[src/rtl/uart_rx_ctrl.sv]
// Autobaud and receive-sequencing controller: measures the start bit of a 0x55
// sync character, programs/enables uart_rx and buffers bytes in a 4-deep FIFO.
module uart_rx_ctrl #(
  parameter int unsigned DEFAULT_CLKS = 521,
  parameter int unsigned MIN_CLKS     = 16,
  parameter int unsigned MAX_CLKS     = 8192,
  parameter int unsigned IDLE_CLKS    = 16
) (
  input  logic        rx_clk,
  input  logic        rst,
  input  logic        rx_in,
  input  logic        start,
  output logic [15:0] cfg_clks_per_bit,
  output logic        rx_en,
  input  logic        rx_done,
  input  logic [7:0]  rx_data,
  output logic [7:0]  out_data,
  output logic        out_valid,
  input  logic        out_ready,
  output logic        locked,
  output logic        err_timeout,
  output logic        overflow
);

  localparam logic [15:0] DEF_C  = 16'(DEFAULT_CLKS);
  localparam logic [15:0] MIN_C  = 16'(MIN_CLKS);
  localparam logic [15:0] MAX_C  = 16'(MAX_CLKS);
  localparam logic [15:0] IDLE_C = 16'(IDLE_CLKS);

  typedef enum logic [2:0] {
    S_IDLE,
    S_WAIT_IDLE,
    S_WAIT_FALL,
    S_MEASURE,
    S_SKIP,
    S_LOCKED
  } state_t;

  state_t      state_q, state_d;
  logic        sync1_q, sync1_d;
  logic        sync2_q, sync2_d;
  logic        prev_q, prev_d;
  logic [15:0] cnt_q, cnt_d;
  logic [15:0] per_q, per_d;
  logic [3:0]  bit_q, bit_d;
  logic [15:0] cfg_q, cfg_d;
  logic        err_q, err_d;
  logic        ovf_q, ovf_d;
  logic [1:0]  wr_ptr_q, wr_ptr_d;
  logic [1:0]  rd_ptr_q, rd_ptr_d;
  logic [2:0]  count_q, count_d;
  logic [7:0]  mem_q [4];
  logic [7:0]  mem_d [4];

  logic line, fall, push, pop, full, wr_en;

  always_comb begin
    sync1_d  = rx_in;
    sync2_d  = sync1_q;
    prev_d   = sync2_q;
    line     = sync2_q;
    fall     = prev_q & ~sync2_q;

    state_d  = state_q;
    cnt_d    = cnt_q;
    per_d    = per_q;
    bit_d    = bit_q;
    cfg_d    = cfg_q;
    err_d    = err_q;
    ovf_d    = ovf_q;
    wr_ptr_d = wr_ptr_q;
    rd_ptr_d = rd_ptr_q;
    count_d  = count_q;
    mem_d    = mem_q;

    case (state_q)
      S_WAIT_IDLE: begin
        if (!line) begin
          cnt_d = 16'd0;
        end else if (cnt_q + 16'd1 >= IDLE_C) begin
          cnt_d   = 16'd0;
          state_d = S_WAIT_FALL;
        end else begin
          cnt_d = cnt_q + 16'd1;
        end
      end
      S_WAIT_FALL: begin
        if (fall) begin
          cnt_d   = 16'd1;
          state_d = S_MEASURE;
        end
      end
      S_MEASURE: begin
        // The synced line is the only reference, so cnt equals the raw low width.
        if (line) begin
          if (cnt_q < MIN_C) begin
            state_d = S_WAIT_FALL;
          end else begin
            cfg_d   = cnt_q;
            per_d   = 16'd1;
            bit_d   = 4'd0;
            state_d = S_SKIP;
          end
        end else if (cnt_q + 16'd1 >= MAX_C) begin
          cnt_d   = MAX_C;
          err_d   = 1'b1;
          state_d = S_IDLE;
        end else begin
          cnt_d = cnt_q + 16'd1;
        end
      end
      S_SKIP: begin
        // Nine whole bit periods: per counts 1..cfg, bit counts 0..8.
        if (per_q == cfg_q) begin
          per_d = 16'd1;
          if (bit_q == 4'd8) begin
            state_d = S_LOCKED;
          end else begin
            bit_d = bit_q + 4'd1;
          end
        end else begin
          per_d = per_q + 16'd1;
        end
      end
      default: ;
    endcase

    push  = (state_q == S_LOCKED) & rx_done;
    pop   = (count_q != 3'd0) & out_ready;
    full  = (count_q == 3'd4);
    wr_en = push & (~full | pop);

    if (push && full && !pop) begin
      ovf_d = 1'b1;
    end
    if (wr_en) begin
      mem_d[wr_ptr_q] = rx_data;
      wr_ptr_d        = wr_ptr_q + 2'd1;
    end
    if (pop) begin
      rd_ptr_d = rd_ptr_q + 2'd1;
    end
    count_d = count_q + {2'b00, wr_en} - {2'b00, pop};

    // A start always wins: restart sequencing, flush FIFO, clear sticky flags.
    if (start) begin
      state_d  = S_WAIT_IDLE;
      cnt_d    = 16'd0;
      err_d    = 1'b0;
      ovf_d    = 1'b0;
      wr_ptr_d = 2'd0;
      rd_ptr_d = 2'd0;
      count_d  = 3'd0;
    end
  end

  always_ff @(posedge rx_clk or posedge rst) begin
    if (rst) begin
      state_q  <= S_IDLE;
      sync1_q  <= 1'b1;
      sync2_q  <= 1'b1;
      prev_q   <= 1'b1;
      cnt_q    <= 16'd0;
      per_q    <= 16'd0;
      bit_q    <= 4'd0;
      cfg_q    <= DEF_C;
      err_q    <= 1'b0;
      ovf_q    <= 1'b0;
      wr_ptr_q <= 2'd0;
      rd_ptr_q <= 2'd0;
      count_q  <= 3'd0;
    end else begin
      state_q  <= state_d;
      sync1_q  <= sync1_d;
      sync2_q  <= sync2_d;
      prev_q   <= prev_d;
      cnt_q    <= cnt_d;
      per_q    <= per_d;
      bit_q    <= bit_d;
      cfg_q    <= cfg_d;
      err_q    <= err_d;
      ovf_q    <= ovf_d;
      wr_ptr_q <= wr_ptr_d;
      rd_ptr_q <= rd_ptr_d;
      count_q  <= count_d;
    end
  end

  // Byte storage carries no reset; the head is masked while the FIFO is empty.
  always_ff @(posedge rx_clk) begin
    mem_q <= mem_d;
  end

  assign cfg_clks_per_bit = cfg_q;
  assign rx_en            = (state_q == S_LOCKED);
  assign locked           = (state_q == S_LOCKED);
  assign err_timeout      = err_q;
  assign overflow         = ovf_q;
  assign out_valid        = (count_q != 3'd0);
  assign out_data         = out_valid ? mem_q[rd_ptr_q] : 8'h00;

endmodule

[config.mk]
export PLATFORM = sky130hd
export DESIGN_NAME = uart_rx_ctrl
export DESIGN_NICKNAME = d
export VERILOG_FILES = /design/src/rtl/uart_rx_ctrl.sv
export SDC_FILE = /design/constraint.sdc
export NUM_CORES = 1
export LEC_CHECK = 0
export ABC_AREA = 1
export ABC_CLOCK_PERIOD_IN_PS = 3490
export CAP_MARGIN = 5
export CORE_MARGIN = 2
export CORE_UTILIZATION = 45
export CTS_CLUSTER_DIAMETER = 30
export DETAILED_ROUTE_END_ITERATION = 8
export SETUP_SLACK_MARGIN = 0.05
export SLEW_MARGIN = 20
export SYNTH_ARGS = -nofsm -noshare
export SYNTH_HDL_FRONTEND = slang
export SYNTH_SLANG_ARGS = --single-unit
[constraint.sdc]
create_clock -name rx_clk -period 3.49 [get_ports rx_clk]
set_clock_uncertainty 0.05 [all_clocks]
set_input_delay 0.8725 -clock rx_clk [delete_from_list [all_inputs] [get_ports rx_clk]]
set_output_delay 0.8725 -clock rx_clk [all_outputs]
set_load 0.005 [all_outputs]
# After elaboration in Yosys (flattened, before gate mapping)
# Index checks and enable logic that the tools add are counted.
# word_totals
reg_bits	99
output_inout_bits	29
wordCells	123
# classes
add_sub_neg	7
order_cmp	6
n_eq_ne	20
muxes	44
bitwise_logic	10
n_reduce_logical	19
# op_table
cell	n
$mux W16	9
$pmux W16 S3	1
$add A16 B1 Y16 const B	2
$bwmux W32	1
$mux W8	4
$pmux W16 S2	1
$mux W3	10
$ne A3 B3 Y1 const B	6
$bmux W8 S2	1
$demux W8 S2	1
$eq A16 B16 Y1	1
$ge A16 B14 Y1 const B	1
$ge A16 B5 Y1 const B	1
$lt A16 B5 Y1 const B	1
$mux W4	4
$pmux W3 S4	1
$reduce_and A3 Y1	4
$reduce_bool A2 Y1	6
$ne A2 B2 Y1 const B	5
$eq A3 B3 Y1 const B	3
$mux W2	4
$pmux W4 S2	1
$reduce_and A7 Y1	1
$eq A3 B2 Y1 const B	2
20 further kinds	35

# Logic depth before layout (Yosys ltp)
# depth
ltp_word	7
ltp_mapped	15
mapped_depth_nobuf	15

# Worst setup path before layout
# No wires, ideal clock.
# synth_timing
path_type	in2reg
startpoint	input out_ready
endpoint	register count_q[2]
setup_time_ns	0.125
arrival_time_ns	2.268
required_time_ns	3.315
setup_slack_ns	1.047
cell_stages	9
path_cell_list	nor3_1 > nor2_1 > clkinv_1 > ha_1 > inv_1 > ha_1 > fa_1 > o21ai_0 > a21oi_1
# synth_between
elab_chain_cells	6
# synth_lines
element	line	text
from (decl)	19	input logic out_ready,
$and A1 B1 Y1 (*)	129	pop = (count_q != 3'd0) & out_ready;
$or A1 B1 Y1	131	wr_en = push & (~full | pop);
$and A1 B1 Y1	131	
$add A3 B1 Y3	143	count_d = count_q + {2'b00, wr_en} - {2'b00, pop};
$sub A3 B1 Y3 (*)	143	
$mux W3 (*)	146	if (start) begin
named net count_d[2]	51	logic [2:0] count_q, count_d;
to (signal assigned)	185	count_q <= count_d;
to (decl)	51	
# The timed path passes the listed nets; every way through them passes the cells marked *.
# A chain may end at the register's enable or synchronous reset.

# Worst setup path after layout
# layout_timing
startpoint	register rd_ptr_q[0]
endpoint	output out_data[0]
# layout_between
elab_chain_cells	5
# layout_lines
element	line	text
from (decl)	50	logic [1:0] rd_ptr_q, rd_ptr_d;
from (signal assigned)	184	rd_ptr_q <= rd_ptr_d;
$not A2 Y3 (implied by the code)	200	assign out_data = out_valid ? mem_q[rd_ptr_q] : 8'h00;
$bmux W8 S2	200	
$mux W8 (implied by the code) (2 in a row)	200	
$mux W8	200	
to (decl)	17	output logic [7:0] out_data,
# No other way between the ends. The select of a mux whose other input is x is not followed.

==> out/metrics.csv <==
metric,value,unit
result_of_the_run,"finished, final reports clean",
avgRoutedWirePerCell,14.5,um
yosysSeqAreaShare,51.2,%
hold_path_class,reg -> reg,
io_pins,43,
floorplan.initialDensity,45.6,%
drt.antenna.violating_nets,0,
post_synth_inst_count,621,
first_pass_iters,5,
synth_commonest_cells,"sky130_fd_sc_hd__nand2_1 (118), sky130_fd_sc_hd__nor2_1 (88), sky130_fd_sc_hd__inv_1 (71), sky130_fd_sc_hd__dfrtp_1 (61), sky130_fd_sc_hd__o21ai_0 (61)",
clock_tree_from_tritoncts,built,
layout.filler_cells,1087,
grt_setup_unrepaired,false,
finalSetupTns,0,ns
p_leak,0.00260,uW
multiInputGateArea,0.00217,mm2
timing_worst_slew_pin_value,0.863,ns
route.detailed.drc,0,
worst_setup_path_end_kind,output pin,
maxCapViolCount,0,
via_count,4318,
postRouteWirelength,11800,um
drive_above_1_share,7.27,%
final.period_utilization,87.1,%
pin_count_of_the_biggest_net_entering_global_routing,33,
cts_buffer_depth,2,
synth_ff_type,sky130_fd_sc_hd__dfrtp_1,
fmax,329,MHz
die_width,111,um
relSlewSlack,42.4,%
min_period,3.04,ns
antenna_found_initial,0,
clock_insertion_delay_worst_skew,0.35,ns
grt_pass1_wl,20100,um
crit_path_start_kind,flop,
max-vdd-ir-drop,0.000259,V
cts.sink_count,99,
syn2layout_area_growth,17.1,%
clk_pin_slew,0.07,ns
syn_nets,646,
clockRootBuffer,sky130_fd_sc_hd__clkbuf_16,
finish.net_count,694,
async_flop_share,67.7,%
ys_top_cells_by_area,"sky130_fd_sc_hd__dfrtp_1 (30%), sky130_fd_sc_hd__edfxtp_1 (19%), sky130_fd_sc_hd__nand2_1 (8.6%)",
first_global_vias,4204,
synth.yosys.warnings,0,
detailed_place_hpwl,8710,um
final_core_util,53.5,%
netlist.area_leader.share,29.5,%
place_inst,801,
synth_edf_count,32,
post_cts.repair.setup_buffers,0,
die_y,111,um
critPathArrivalTime,2.12,ns
buffer_ports.inserted,42,
layout.area.seq,0.00265,mm2
non_filler_instance_count_after_layout,817,
floorplan.rows,39,
syn_area_per_cell,8.32,um2
synthDominantAreaCellType,sky130_fd_sc_hd__dfrtp_1,
timing.final.max_slew_violations,0,
die_area,0.0124,mm2
final_hold_viol_count,0,
core_area,0.0113,mm2
synth_cell_type_count,37,
synthMostInstantiatedCell,sky130_fd_sc_hd__nand2_1,
htree_levels,3,
cts.repair.resized,0,
grt_util_all_layers,20.2,%
netlist_area,0.00517,mm2
routabilityCongestion,0.925,
ys_ff_latch,99,
tritoncts.num_buffers,9,
grt.overflow.total,0,
crit_fanout,16,
power_density,489,mW/mm2
holdBufCountCts,0,
final-setup-viol-count,0,
required_time_of_the_critical_path,2.57,ns
drtIter0Drc,290,
crit_path_category,reg -> out,
antenna-diode-count,0,
vias_per_cell,5.29,
==> stage by stage <==
| stage | total power, uW | hold WS (ns) | instance area (um2) | setup slack (ns) |
|---|---|---|---|---|
| 2_1_floorplan | 1770 | 0.295 | 5170 | 0.894 |
| 4_1_cts | 2980 | 0.307 | 6050 | 0.419 |
| 6_report | 2960 | 0.306 | 6050 | 0.448 |
| 3_5_place_dp | 2040 | 0.297 | 5770 | 0.406 |
| 5_1_grt | 3130 | 0.310 | 6050 | 0.219 |
| 3_3_place_gp | 2030 | 0.301 | 5770 | 0.443 |
==> registers in the layout, summed over array words and instances (netlist names) <==
signal	flops
mem_q	32
cfg_clks_per_bit	16
cnt_q	16
per_q	16
bit_q	4
count_q	3
state_q	3
rd_ptr_q	2
wr_ptr_q	2
err_timeout	1
line	1
overflow	1
prev_q	1
sync1_q	1
==> final cells by class <==
cell class | count | share of cell area (%)
clock buffer | 9 | 3.72
clock inverter | 7 | 0.868
inverter | 74 | 4.59
multi-input combinational | 434 | 35.9
sequential | 99 | 43.7
tap | 143 | 2.96
timing repair buffer | 51 | 8.27
==> path summary, 6_finish.rpt <==
| check | depth (start not counted) | from | slack, ns | end |
|---|---|---|---|---|
| min in group asynchronous | 2 | rst | 0.86 | cfg_clks_per_bit[1] |
| setup reg to reg | 8 | count_q[0] | 0.95 | count_q[2] |
| setup / recovery | 4 | rd_ptr_q[0] | 0.45 | out_data[0] |
| hold / removal | 0 | sync1_q | 0.31 | line |
| hold reg to reg | 0 | sync1_q | 0.31 | line |
| max in group asynchronous | 3 | rst | 1.89 | cfg_clks_per_bit[9] |
==> cell usage in the layout (no fill, tap or decap), drive strengths merged, types with 10 or more instances in the layout <==
| master | synthesis | final |
|---|---|---|
| a21oi | 26 | 26 |
| clkdlybuf4s50 | 0 | 42 |
| dfrtp | 61 | 61 |
| edfxtp | 32 | 32 |
| ha | 10 | 10 |
| inv | 71 | 73 |
| nand2 | 124 | 124 |
| nand3 | 44 | 44 |
| nand4 | 19 | 19 |
| nor2 | 97 | 97 |
| nor3 | 12 | 12 |
| o21ai | 66 | 66 |
==> metal layers <==
layer	wire (um)	up-vias	GRT usage (%)
met5	0	-	0
met4	174	0	6.83
met3	463	15	2.90
met2	5390	93	31.4
met1	5800	2060	29.1
li1	-	2150	-
==> worst max-delay path: stages, from the launching register on <==
cell and delay (ns):
sky130_fd_sc_hd__dfrtp_1 0.54, sky130_fd_sc_hd__inv_1 0.38, sky130_fd_sc_hd__o21ai_0 0.16, sky130_fd_sc_hd__a21oi_1 0.18, sky130_fd_sc_hd__clkdlybuf4s50_1 0.52
==> where the power goes <==
part	switching, uW	total [uW]	internal, uW
Sequential	66.5	1320	1250
Clock	457	946	489
Combinational	424	699	275
Total	948	2960	2010
==> kinds of logic after synthesis <==
family	after synthesis	share of synthesized area [%]
and+or+nand+nor	309	26.6
DFF	99	51.2
AOI/OAI and AO/OA	97	9.66
buffers and inverters	88	6.76
xor gates and xnor gates	16	2.71
adders and majority gates	11	2.81
muxes	1	0.218
Power figures use the tool's default switching activity.
